## config.mk

```make
export PLATFORM = sky130hd
export DESIGN_NAME = led_status_array
export DESIGN_NICKNAME = d
export VERILOG_FILES = /design/src/rtl/led_status_array.sv
export SDC_FILE = /design/constraint.sdc
export NUM_CORES = 1
export LEC_CHECK = 0
export ABC_AREA = 1
export BUFFER_PORTS_ARGS = -buffer_cell sky130_fd_sc_hd__buf_2
export CORE_MARGIN = 5
export CORE_UTILIZATION = 40
export CTS_BUF_LIST = sky130_fd_sc_hd__clkbuf_16
export DETAILED_ROUTE_END_ITERATION = 8
export GPL_TIMING_DRIVEN = 0
export SLEW_MARGIN = 20
export SYNTH_ARGS = -nofsm -noshare
export SYNTH_HDL_FRONTEND = slang
export SYNTH_SLANG_ARGS = --single-unit
```

## constraint.sdc

```tcl
create_clock -name clk -period 2.3 [get_ports clk]
set_input_delay 0.46 -clock clk [delete_from_list [all_inputs] [get_ports clk]]
set_output_delay 0.46 -clock clk [all_outputs]
set_load 0.1 [all_outputs]
```

## src/rtl/led_status_array.sv

```systemverilog
// Per-channel status LED driver: solid on for pass, blinked error code bursts for fail.
// A shared prescaler produces the half-period tick that paces every channel.
module led_status_array #(
    parameter int CLOCK_FREQ = 50000000,
    parameter int NUM_CH     = 4,
    parameter int BLINK_HZ   = 1,
    parameter int GAP_TICKS  = 4
) (
    input  logic                  clk,
    input  logic                  rst_n,
    input  logic [NUM_CH-1:0]     rw_done,
    input  logic [NUM_CH-1:0]     rw_res,
    input  logic [3*NUM_CH-1:0]   err_code,
    output logic [NUM_CH-1:0]     led,
    output logic [3*NUM_CH-1:0]   state_dbg
);

    localparam logic [31:0] HALF_CNT = 32'(CLOCK_FREQ / (2 * BLINK_HZ) - 1);
    localparam int          GW       = (GAP_TICKS > 1) ? $clog2(GAP_TICKS) : 1;

    typedef enum logic [2:0] {
        IDLE     = 3'd0,
        PASS     = 3'd1,
        FAIL_ON  = 3'd2,
        FAIL_OFF = 3'd3,
        GAP      = 3'd4
    } state_t;

    logic [31:0]       presc;
    logic              tick;
    logic [NUM_CH-1:0] done_q;

    assign tick = (presc == HALF_CNT);

    // Free-running; never restarted by channel activity so all channels share one phase.
    always_ff @(posedge clk) begin
        if (!rst_n) begin
            presc  <= '0;
            done_q <= '0;
        end else begin
            presc  <= tick ? '0 : presc + 32'd1;
            done_q <= rw_done;
        end
    end

    for (genvar i = 0; i < NUM_CH; i++) begin : g_ch
        state_t          st, st_n;
        logic [2:0]      code, code_n;
        logic [2:0]      pcnt, pcnt_n;
        logic [GW-1:0]   gcnt, gcnt_n;
        logic            led_q;
        logic [2:0]      code_in;

        assign code_in = err_code[3*i +: 3];

        always_comb begin
            st_n   = st;
            code_n = code;
            pcnt_n = pcnt;
            gcnt_n = gcnt;
            if (!done_q[i]) begin
                st_n = IDLE;
            end else begin
                case (st)
                    IDLE: begin
                        if (rw_res[i]) begin
                            st_n = PASS;
                        end else begin
                            st_n   = FAIL_ON;
                            code_n = code_in;
                            pcnt_n = 3'd0;
                        end
                    end
                    PASS: begin
                        if (!rw_res[i]) begin
                            st_n   = FAIL_ON;
                            code_n = code_in;
                            pcnt_n = 3'd0;
                        end
                    end
                    FAIL_ON: begin
                        if (rw_res[i]) begin
                            st_n = PASS;
                        end else if (tick) begin
                            st_n   = FAIL_OFF;
                            pcnt_n = pcnt + 3'd1;
                        end
                    end
                    FAIL_OFF: begin
                        if (rw_res[i]) begin
                            st_n = PASS;
                        end else if (tick) begin
                            // Code 0 keeps the legacy endless 50% blink.
                            if (code == 3'd0 || pcnt < code) begin
                                st_n = FAIL_ON;
                            end else begin
                                st_n   = GAP;
                                gcnt_n = '0;
                            end
                        end
                    end
                    GAP: begin
                        if (rw_res[i]) begin
                            st_n = PASS;
                        end else if (tick) begin
                            if (gcnt == GW'(GAP_TICKS - 1)) begin
                                st_n   = FAIL_ON;
                                code_n = code_in;
                                pcnt_n = 3'd0;
                            end else begin
                                gcnt_n = gcnt + GW'(1);
                            end
                        end
                    end
                    default: st_n = IDLE;
                endcase
            end
        end

        always_ff @(posedge clk) begin
            if (!rst_n) begin
                st    <= IDLE;
                code  <= '0;
                pcnt  <= '0;
                gcnt  <= '0;
                led_q <= 1'b0;
            end else begin
                st    <= st_n;
                code  <= code_n;
                pcnt  <= pcnt_n;
                gcnt  <= gcnt_n;
                led_q <= (st_n == PASS) || (st_n == FAIL_ON);
            end
        end

        assign led[i]             = led_q;
        assign state_dbg[3*i +: 3] = st;
    end

endmodule

```

==> results.toml, run 1 <==
[floorplan]
die-area_mm2 = 0.0151
rows = 41
fp.dieH_um = 123
core_region_area_mm2 = 0.0126
initial_core_util_pct = 40.5
die_x_um = 123
io_pins = 38

[timing]
totalNegativeSetupSlack_ps = 0
slew_violations = 0
hold_viol_final = 0
max_slew.worst_pin.slew_ps = 779
relSlewSlack_pct = 48.1
setup_viol = 0
clock_skew_ps = 9.41
fmax_mhz = 486
fin_crit_sh_pct = 89.5
grt_setup_unrepaired = "false"
fin_crit_ps = 2060

[detailed_routing]
drtIter0Drc = 321
wirelength_um = 12600
vias = 4929
antenna_left = 0
wl_per_cell_um = 12.5
vias_per_cell = 4.89
dr.pass1.iters = 5
drc = 0

[worst_setup_path]
crit_slowest_cell = "dfxtp_1"
crit_chain = "ha_1 > nand2_2 > nor2_4 > nand3_1 > nor2_2 > nand2_2 > nand2_1 > nand2_1 > nor2_1 > nand2_1 > nand2_1 > and2_1 > nor2_2"
reg2reg_depth = 13
r2r_start = "presc[0]"
slowest_delay_ps = 360
rr_endpoint = "g_ch[1].led_q"
cp_max_fo = 7
start_kind = "flop"
crit_buf_inv = 0
crit_path_end_kind = "flop"
cp.arrival_ps = 2310
crit_required_ps = 2550
r2r_setup_slack_ps = 240
critical-path-top-delay-family = "simple AND/OR/NAND/NOR gates"
worstSetupPathType = "reg2reg"
path_common_cell = "nand2_1"

[logic_synthesis]
synth_edf_count = 0
synth_cell_types = 42
synth_ff_type = "dfxtp_1"
yosys-top-cells-count = "nand2_1 (187), nor2_1 (121), inv_1 (92)"
synth_top_family_by_area = "simple AND/OR/NAND/NOR gates"
yosysWarnings = 0
synth_top_cell_by_area = "dfxtp_1"
synth_compound_area_share_pct = 11.4
ys_seq_area_share_pct = 33.1
synth_fa_ha_area_share_pct = 4.18
syn-instance-count = 785
synth_nets = 824
avgSynthCellArea_um2 = 6.48
synthesis.area_mm2 = 0.00509
synth.most_common_cell = "nand2_1"
synth-xor-area-share_pct = 1.21
synth_seq_cells = 84
synth.area.top_cells = "dfxtp_1 (33%), nand2_1 (14%), nor2_1 (8.9%)"
synth-simple-area-share_pct = 40.5
async_flop_share_pct = 0
yosysTopAreaCellShare_pct = 33.1
synth.mux.area_fraction_pct = 0

[worst_hold_path]
holdPathEnd = "done_q[0]"
hold_path_class = "in2reg"
hold_start = "rw_done[0]"
worstHoldPathCells = 3

[clock_tree]
clock_latency_ps = 350
clockRootBuffer = "clkbuf_16"
numCtsBuffers = 9
path_clk_slew_ps = 70
ctsHoldBuffers = 0
cts_tree = "done"
clock_sinks = 84
clk_path_buf_depth = 2
cts.htree.levels = 3
post_cts_resized = 0
cts_setup_buffers = 0

[global_routing]
track_usage_pct = 18.3
busiest_layer = "met2"
grt_pass1_vias = 4493
antenna_found_initial = 0
grt_start_max_net_pins = 17
grt.overflow.total = 0
grt_pass1_wl_um = 21900
gr-usage-met3_pct = 3.32
use_met2_pct = 27.1
met1_usage_pct = 26.3

[cells_and_area]
n_antenna_cell = 0
multi_input_area_mm2 = 0.00292
final_nets = 871
area_growth_syn_to_layout_pct = 13.4
drive_above_1_share_pct = 15.5
finalNonFillerCells = 1009
fin_area_mm2 = 0.00577
nFillCells = 1353
register_area_mm2 = 0.00168

[power_and_ir_drop]
ir_drop_v = 0.000344
combPwrFrac_pct = 9.0
p_leak_nw = 2.48
seqPwrFrac_pct = 46.9
total_power_mw = 3.21
power_frac_clock_pct = 44.1
p_sw_uw = 893
netSwitchingFraction_pct = 27.8
power.density_mw_per_mm2 = 557
p_int_mw = 2.32

[place]
place_congestion = 0.858
placement.io_buffers = 36
place_area_mm2 = 0.00548
dp_hpwl_um = 9680
place_inst = 993

[status]
status = "finished clean"

[flow_run]
cap_violations = 0
## cells in the final DEF (no fill, tap or decap), types with 5 or more instances in the layout
cell,netlist,routed
inv_1,92,92
buf_4,5,5
a21oi_1,56,56
inv_2,13,13
nor2_1,121,121
nor2_2,14,14
nand2_1,187,187
or2_2,9,9
ha_1,17,17
clkbuf_16,0,9
nor3_1,29,29
nand2_2,8,8
buf_2,5,41
o21ai_1,5,5
nand3_1,39,39
dfxtp_1,84,84
o21ai_0,28,28
nand4_1,21,21
clkbuf_1,5,5
## per-stage QoR
step	setup WS [ps]	utilization [%]	hold WS, ps
floorplan	105	-	418
global placement	247	43.6	431
detailed placement	223	43.6	447
CTS	218	45.9	269
global route	39.6	45.9	297
finish	243	45.9	280
## per-layer routing
metal,up-vias,wire [um]
met1,2173,6410
met2,125,5270
met4,0,220
met5,-,0
met3,13,739
li1,2618,-
## cell families after synthesis
| group | after synthesis |
|---|---|
| xor gates and xnor gates | 7 |
| DFF | 84 |
| adders and majority gates | 17 |
| buffers and inverters | 122 |
| AOI/OAI and AO/OA | 104 |
| and+or+nand+nor | 451 |
## area by class of cell
class                      instances  share of cell area, %
timing repair buffer              36                   3.12
inverter                         106                   6.90
buffer                            16                   1.61
clock inverter                     7                   1.04
tap                              172                   3.73
clock buffer                       9                   3.90
multi-input combinational        579                   50.5
sequential                        84                   29.2
## state kept, by name, indices dropped and copies added (netlist names)
signal	cells
presc	32
g_ch.code	12
g_ch.pcnt	12
g_ch.st	12
g_ch.gcnt	8
done_q	4
g_ch.led_q	4
## tightest hold or removal path, delay by kind of cell
family | cells | cell delay (ps)
buf+inv | 2 | 110
simple gates | 1 | 40
## power groups by stage
stage	sequential, mW	clock, mW	combinational (mW)
after floorplan	1.56	0	0.187
after global placement	1.54	0	0.289
after detailed placement	1.54	0	0.290
after CTS	1.51	1.46	0.291
after global routing	1.51	1.51	0.329
final	1.51	1.42	0.290
## how the worst max path moves through the flow
stage                     slack (ps)               to  cells past startpoint     startpoint
final                            240    g_ch[1].led_q                     13       presc[0]
after global routing              40  g_ch[2].gcnt[0]                     12       presc[0]
after CTS                        220    g_ch[1].led_q                     13       presc[0]
after detailed placement         220    g_ch[1].led_q                     13       presc[0]
after global placement           250    g_ch[1].led_q                     13       presc[0]
after floorplan                  110  g_ch[2].pcnt[0]                      8  g_ch[2].st[1]
Note: power is estimated with default switching activity, not from simulation.
==> run 2, diff against run 1 <==
--- a/config.mk
+++ b/config.mk
@@ -12,6 +12,7 @@
 export CTS_BUF_LIST = sky130_fd_sc_hd__clkbuf_16
 export DETAILED_ROUTE_END_ITERATION = 8
 export GPL_TIMING_DRIVEN = 0
+export SETUP_SLACK_MARGIN = 0.5
 export SLEW_MARGIN = 20
 export SYNTH_ARGS = -nofsm -noshare
 export SYNTH_HDL_FRONTEND = slang
==> run 2 against run 1 <==
  * Die area unchanged
  * Final cell count increased by 1.7%
  * First-iteration DRC count increased by 39%
  * Clock skew down 1.2 ps
  * Core utilization rose by 4.0 points
  * Non-clock buffer count grew 20
  * Sequential power about the same
  * Global-route usage shrank 0.27 points
  * Combinational power increased by 6.9%
  * Largest cell class unchanged
  * Largest power group unchanged
==> results.toml, run 2 (synthesized netlist as in run 1, its figures left out) <==
[timing]
whs_ps = 296
grt_setup_unrepaired = "true"
totalNegativeSetupSlack_ps = 0
fin_crit_sh_pct = 83.1
setup_viol = 0
fin_crit_ps = 1910
hold_viol_final = 0
clock_skew_ps = 8.21
relSlewSlack_pct = 47.2
fmax_mhz = 523
max_slew.worst_pin.slew_ps = 792
slew_violations = 0

[global_routing]
grt_start_max_net_pins = 13
grt_pass1_wl_um = 21800
track_usage_pct = 18.0
grt.overflow.total = 0
grt_pass1_vias = 4606
antenna_found_initial = 0

[detailed_routing]
dr.pass1.iters = 7
vias = 5085
drc = 0
vias_per_cell = 4.96
antenna_left = 0
drtIter0Drc = 447
wl_per_cell_um = 12.8
wirelength_um = 13100

[flow_run]
cap_violations = 0

[floorplan]
fp.dieH_um = 123
rows = 41
initial_core_util_pct = 40.5
io_pins = 38
die-area_mm2 = 0.0151
die_x_um = 123
core_region_area_mm2 = 0.0126

[cells_and_area]
nFillCells = 1270
final_cell_mix = "nand2_1 (176), nor2_1 (115), inv_1 (90), dfxtp_1 (65), a21oi_1 (55)"
largest_register_ffs = 32
n_antenna_cell = 0
regMostFlops = "presc"
final_common_cell = "nand2_1"
area_growth_syn_to_layout_pct = 23.2
final_nets = 891
drive_above_1_share_pct = 23.5

[clock_tree]
cts.htree.levels = 3
numCtsBuffers = 9
cts_tree = "done"
clockRootBuffer = "clkbuf_16"
path_clk_slew_ps = 60
clock_sinks = 84
clock_latency_ps = 340
clk_path_buf_depth = 2

[power_and_ir_drop]
ir_drop_v = 0.000300
p_leak_nw = 2.72
power.density_mw_per_mm2 = 530

[worst_setup_path]
critical-path-top-delay-family = "simple AND/OR/NAND/NOR gates"
crit_slowest_cell = "dfxtp_2"
crit_chain = "ha_4 > nand2_4 > nor2_4 > buf_12 > nand2_4 > nor2_4 > nand2_4 > buf_12 > o21ai_2 > nand4_1 > o21ai_1 > nor2_1"
slowest_delay_ps = 350
crit_buf_inv = 2
r2r_setup_slack_ps = 390
cp.arrival_ps = 2150
cp_max_fo = 7
worstSetupPathType = "reg2reg"
r2r_start = "presc[1]"
crit_path_start = "presc[1]"
crit_required_ps = 2540
start_kind = "flop"
crit_path_end_kind = "flop"
path_common_cell = "nand2_4"

[status]
status = "finished clean"

[worst_hold_path]
hold_start = "rw_done[3]"
hold_path_class = "in2reg"

[place]
dp_hpwl_um = 9550
placement.io_buffers = 36
place_congestion = 0.869
==> run 2: metal layers <==
layer | global-route usage (%) | share of wire [%]
met3 | 3.82 | 5.7
met5 | 0 | 0
met2 | 27.5 | 43
met1 | 25.3 | 50
met4 | 5.74 | 1.2
==> run 2: repair_timing <==
| action | CTS | global route |
|---|---|---|
| hold buffers | 0 | 0 |
| endpoints found under the setup margin | 79 | 79 |
| gates cloned | 1 | 0 |
| buffers inserted | 13 | 6 |
| pin swaps | 23 | 11 |
| resized for setup | 40 | 45 |
| endpoints found under the hold margin | 0 | 0 |
==> run 2: tightest hold or removal path, delay by kind of cell <==
family | cells | cell delay, ps
AND/OR/NAND/NOR | 1 | 40
buffers and inverters | 2 | 110
==> run 2: cell type report <==
type	instances	area, um^2	share of cell area [%]
Sequential cell	84	1710	27.3
Tap cell	172	215	3.43
Clock inverter	4	68.8	1.10
Clock buffer	9	225	3.59
Buffer	16	124	1.98
Multi-Input combinational cell	579	3150	50.3
Timing Repair Buffer	56	374	5.97
Inverter	106	398	6.35
==> run 2: through the flow <==
| stage | area [um^2] | setup WS (ps) | cells | total power [mW] | util, % |
|---|---|---|---|---|---|
| 4_1_cts | 6080 | 389 | 1020 | 3.34 | 48.4 |
| 2_1_floorplan | 5100 | 559 | 785 | 1.75 | - |
| 5_1_grt | 6270 | 274 | 1026 | 3.46 | 49.9 |
| 3_3_place_gp | 5500 | 145 | 993 | 1.83 | 43.8 |
| 3_5_place_dp | 5500 | 156 | 993 | 1.83 | 43.8 |
| 6_report | 6270 | 388 | 1026 | 3.32 | 49.9 |
==> run 2: final timing paths <==
path / end / cells after the start
min reg2reg: presc[0] / 1
min: done_q[3] / 3
max: g_ch[1].gcnt[1] / 12
max reg2reg: g_ch[1].gcnt[1] / 12
==> run 2: power by group <==
group / internal, mW / switching, mW
clock network: 0.927 / 0.574
logic: 0.0982 / 0.212
registers: 1.49 / 0.0227
total: 2.51 / 0.809
==> run 3, diff against run 2 <==
--- a/config.mk
+++ b/config.mk
@@ -5,7 +5,7 @@
 export SDC_FILE = /design/constraint.sdc
 export NUM_CORES = 1
 export LEC_CHECK = 0
-export ABC_AREA = 1
+export ABC_AREA = 0
 export BUFFER_PORTS_ARGS = -buffer_cell sky130_fd_sc_hd__buf_2
 export CORE_MARGIN = 5
 export CORE_UTILIZATION = 40
==> constraint.sdc (replaced) <==
create_clock -name clk -period 1.55 [get_ports clk]
set_input_delay 0.31 -clock clk [delete_from_list [all_inputs] [get_ports clk]]
set_output_delay 0.31 -clock clk [all_outputs]
set_load 0.1 [all_outputs]
==> run 3 against run 2 <==
  * The run now ends with setup timing left
  * Clock skew is 3.1 ps higher
  * Non-clock buffer count up 35
  * Maximum frequency fell by 9.3%
  * Global-route usage is 1.3 points higher
  * Count of clock-buffer cells in the layout unchanged
  * Largest cell class unchanged
  * Register-to-register slack got worse by 950 ps
  * Final cell count decreased by 23%
  * First-iteration DRC count shrank 51%
  * Die area down 8.9%
==> results.toml, run 3 <==
[global_routing]
grt_start_max_net_pins = 14
grt.overflow.total = 0
grt_pass1_vias = 4264
grt_pass1_wl_um = 21000
antenna_found_initial = 0
track_usage_pct = 19.3

[timing]
whs_ps = 180
clock_skew_ps = 11.4
setup_viol = 80
fmax_mhz = 474
slew_violations = 0
relSlewSlack_pct = 57.7
grt_setup_unrepaired = "true"
max_slew.worst_pin.slew_ps = 629
fin_crit_sh_pct = 136
hold_viol_final = 0
finalWorstSetupSlack_ps = -558
fin_crit_ps = 2110

[worst_setup_path]
cp_max_fo = 6
crit_path_end_kind = "flop"
crit_chain = "nor4_4 > nand4bb_4 > or3_4 > buf_12 > buf_12 > nor3_4 > a211oi_2 > o2111a_1"
reg2reg_depth = 8
r2r_start = "presc[7]"
rr_endpoint = "g_ch[2].led_q"
crit_slowest_cell = "dfxtp_4"
crit_path_start = "presc[7]"
path_common_cell = "buf_12"
crit_required_ps = 1770
start_kind = "flop"
r2r_setup_slack_ps = -560
slowest_delay_ps = 370
worstSetupPathType = "reg2reg"
cp.arrival_ps = 2330

[logic_synthesis]
yosys-top-cells-count = "dfxtp_1 (84), nor2_1 (71), nand2_1 (42)"
yosysTopAreaCellShare_pct = 36.6
syn-instance-count = 547
synth.most_common_cell = "dfxtp_1"
synthesis.area_mm2 = 0.00460
ys_seq_area_share_pct = 36.6
yosysWarnings = 0
synth.area.top_cells = "dfxtp_1 (37%), nor2_1 (5.8%), ha_1 (4.6%)"
synth_top_cell_by_area = "dfxtp_1"
avgSynthCellArea_um2 = 8.41
synth_ff_type = "dfxtp_1"
synth_edf_count = 0
async_flop_share_pct = 0
synth_seq_cells = 84
synth_cell_types = 64
synth_nets = 586

[cells_and_area]
finalNonFillerCells = 786
register_area_mm2 = 0.00175
final_cell_mix = "dfxtp_1 (52), nor2_1 (38), nand2_1 (37), nor2_2 (29), nand3_1 (27)"
final_common_cell = "dfxtp_1"
final_util_pct = 59.3
nFillCells = 978
regMostFlops = "presc"
largest_register_ffs = 32
drive_above_1_share_pct = 38.9
final_nets = 677
area_growth_syn_to_layout_pct = 46.0
fin_area_mm2 = 0.00671
n_antenna_cell = 0
multi_input_area_mm2 = 0.00322

[detailed_routing]
wirelength_um = 12400
wl_per_cell_um = 15.7
drtIter0Drc = 220
vias_per_cell = 5.42
route.met2.wl_um = 5910
met1Wirelength_um = 5790
antenna_left = 0
top_layer = "met4"
vias = 4258
drc = 0
dr.pass1.iters = 4
wl_met3_um = 499

[floorplan]
die_x_um = 117
die-area_mm2 = 0.0137
core_region_area_mm2 = 0.0113
fp.dieH_um = 117
rows = 39
initial_core_util_pct = 40.6
io_pins = 38

[place]
dp_slack_ps = -687
placement.io_buffers = 36
dp_hpwl_um = 8190
place_inst = 726
place_area_mm2 = 0.00526
place_congestion = 0.824

[clock_tree]
clk_path_buf_depth = 2
cts_tree = "done"
numCtsBuffers = 9
clockRootBuffer = "clkbuf_16"
cts.htree.levels = 3
clock_latency_ps = 340
path_clk_slew_ps = 60
clock_sinks = 84

[flow_run]
cap_violations = 0

[worst_hold_path]
hold_start = "rw_done[3]"
holdPathEnd = "done_q[3]"
hold_path_class = "in2reg"
worstHoldPathCells = 2

[status]
status = "finished, violations left"
violations = "setup timing"

[power_and_ir_drop]
ir_drop_v = 0.000430
power.density_mw_per_mm2 = 709
p_leak_nw = 2.61
## run 3: cell count changes in the layout (fill, tap and decap cells not counted), sizes merged, moves of 12 or more
cell    previous run  this run
inv              106        15
a21oi             57        38
mux2i              0        15
and3               0        16
nor3              30        13
xor2               4        21
o21ai             37        19
nand2            199        42
buf               67        91
nor2             141        71
nand2b             0        12
## run 3: layout make-up
class | count | share of cell area, %
Clock buffer | 9 | 3.36
Sequential cell | 84 | 26.1
Timing Repair Buffer | 80 | 14.2
Buffer | 27 | 4.18
Tap cell | 143 | 2.67
Clock inverter | 7 | 0.783
Multi-Input combinational cell | 423 | 48.0
Inverter | 13 | 0.727
## run 3: per-stage QoR
| stage | total power [mW] | TNS [ps] |
|---|---|---|
| after CTS | 4.77 | -29860 |
| after global placement | 2.61 | -37630 |
| after global routing | 4.94 | -40670 |
| after floorplan | 2.52 | -14760 |
| after detailed placement | 2.62 | -37260 |
| final | 4.76 | -32920 |
## run 3: kinds of logic after synthesis
group,synth area share (%)
AO/OA/AOI/OAI,12.4
AND/OR/NAND/NOR,33.1
XOR/XNOR,5.90
multiplexers,3.27
flip-flops,36.6
buffers and inverters,4.08
adder cells (fa/ha/maj),4.63
## run 3: worst max-delay path: cells and delay by family (launching register included)
family	cells	cell delay (ps)
buffers and inverters	2	270
AOI/OAI and AO/OA	2	320
DFF	1	370
and+or+nand+nor	4	1040
## run 3: layer usage
layer	up-vias	track usage, %
met4	0	7.26
met2	78	31.5
met1	2027	25.6
li1	2140	-
met3	13	3.14
met5	-	0
## run 3: worst max path at each step
stage                                 end  depth (start not counted)
after floorplan           g_ch[2].gcnt[1]                          7
after global placement    g_ch[3].code[1]                          6
after detailed placement  g_ch[3].code[0]                          6
after CTS                 g_ch[0].pcnt[0]                          7
after global routing        g_ch[0].led_q                          8
final                       g_ch[2].led_q                          8
## run 3: timing repair
action / CTS / global route
hold buffers: 0 / 0
gates cloned: 3 / 0
gates resized for setup: 155 / 50
pin swaps: 31 / 24
buffers inserted: 34 / 7
setup endpoints to repair: 100 / 96
## run 3: report_power, final
part           leakage [nW]  switching [mW]  internal (mW)
logic                  1.77           0.272          0.211
registers             0.699          0.0389           2.18
clock network         0.142           0.845           1.21
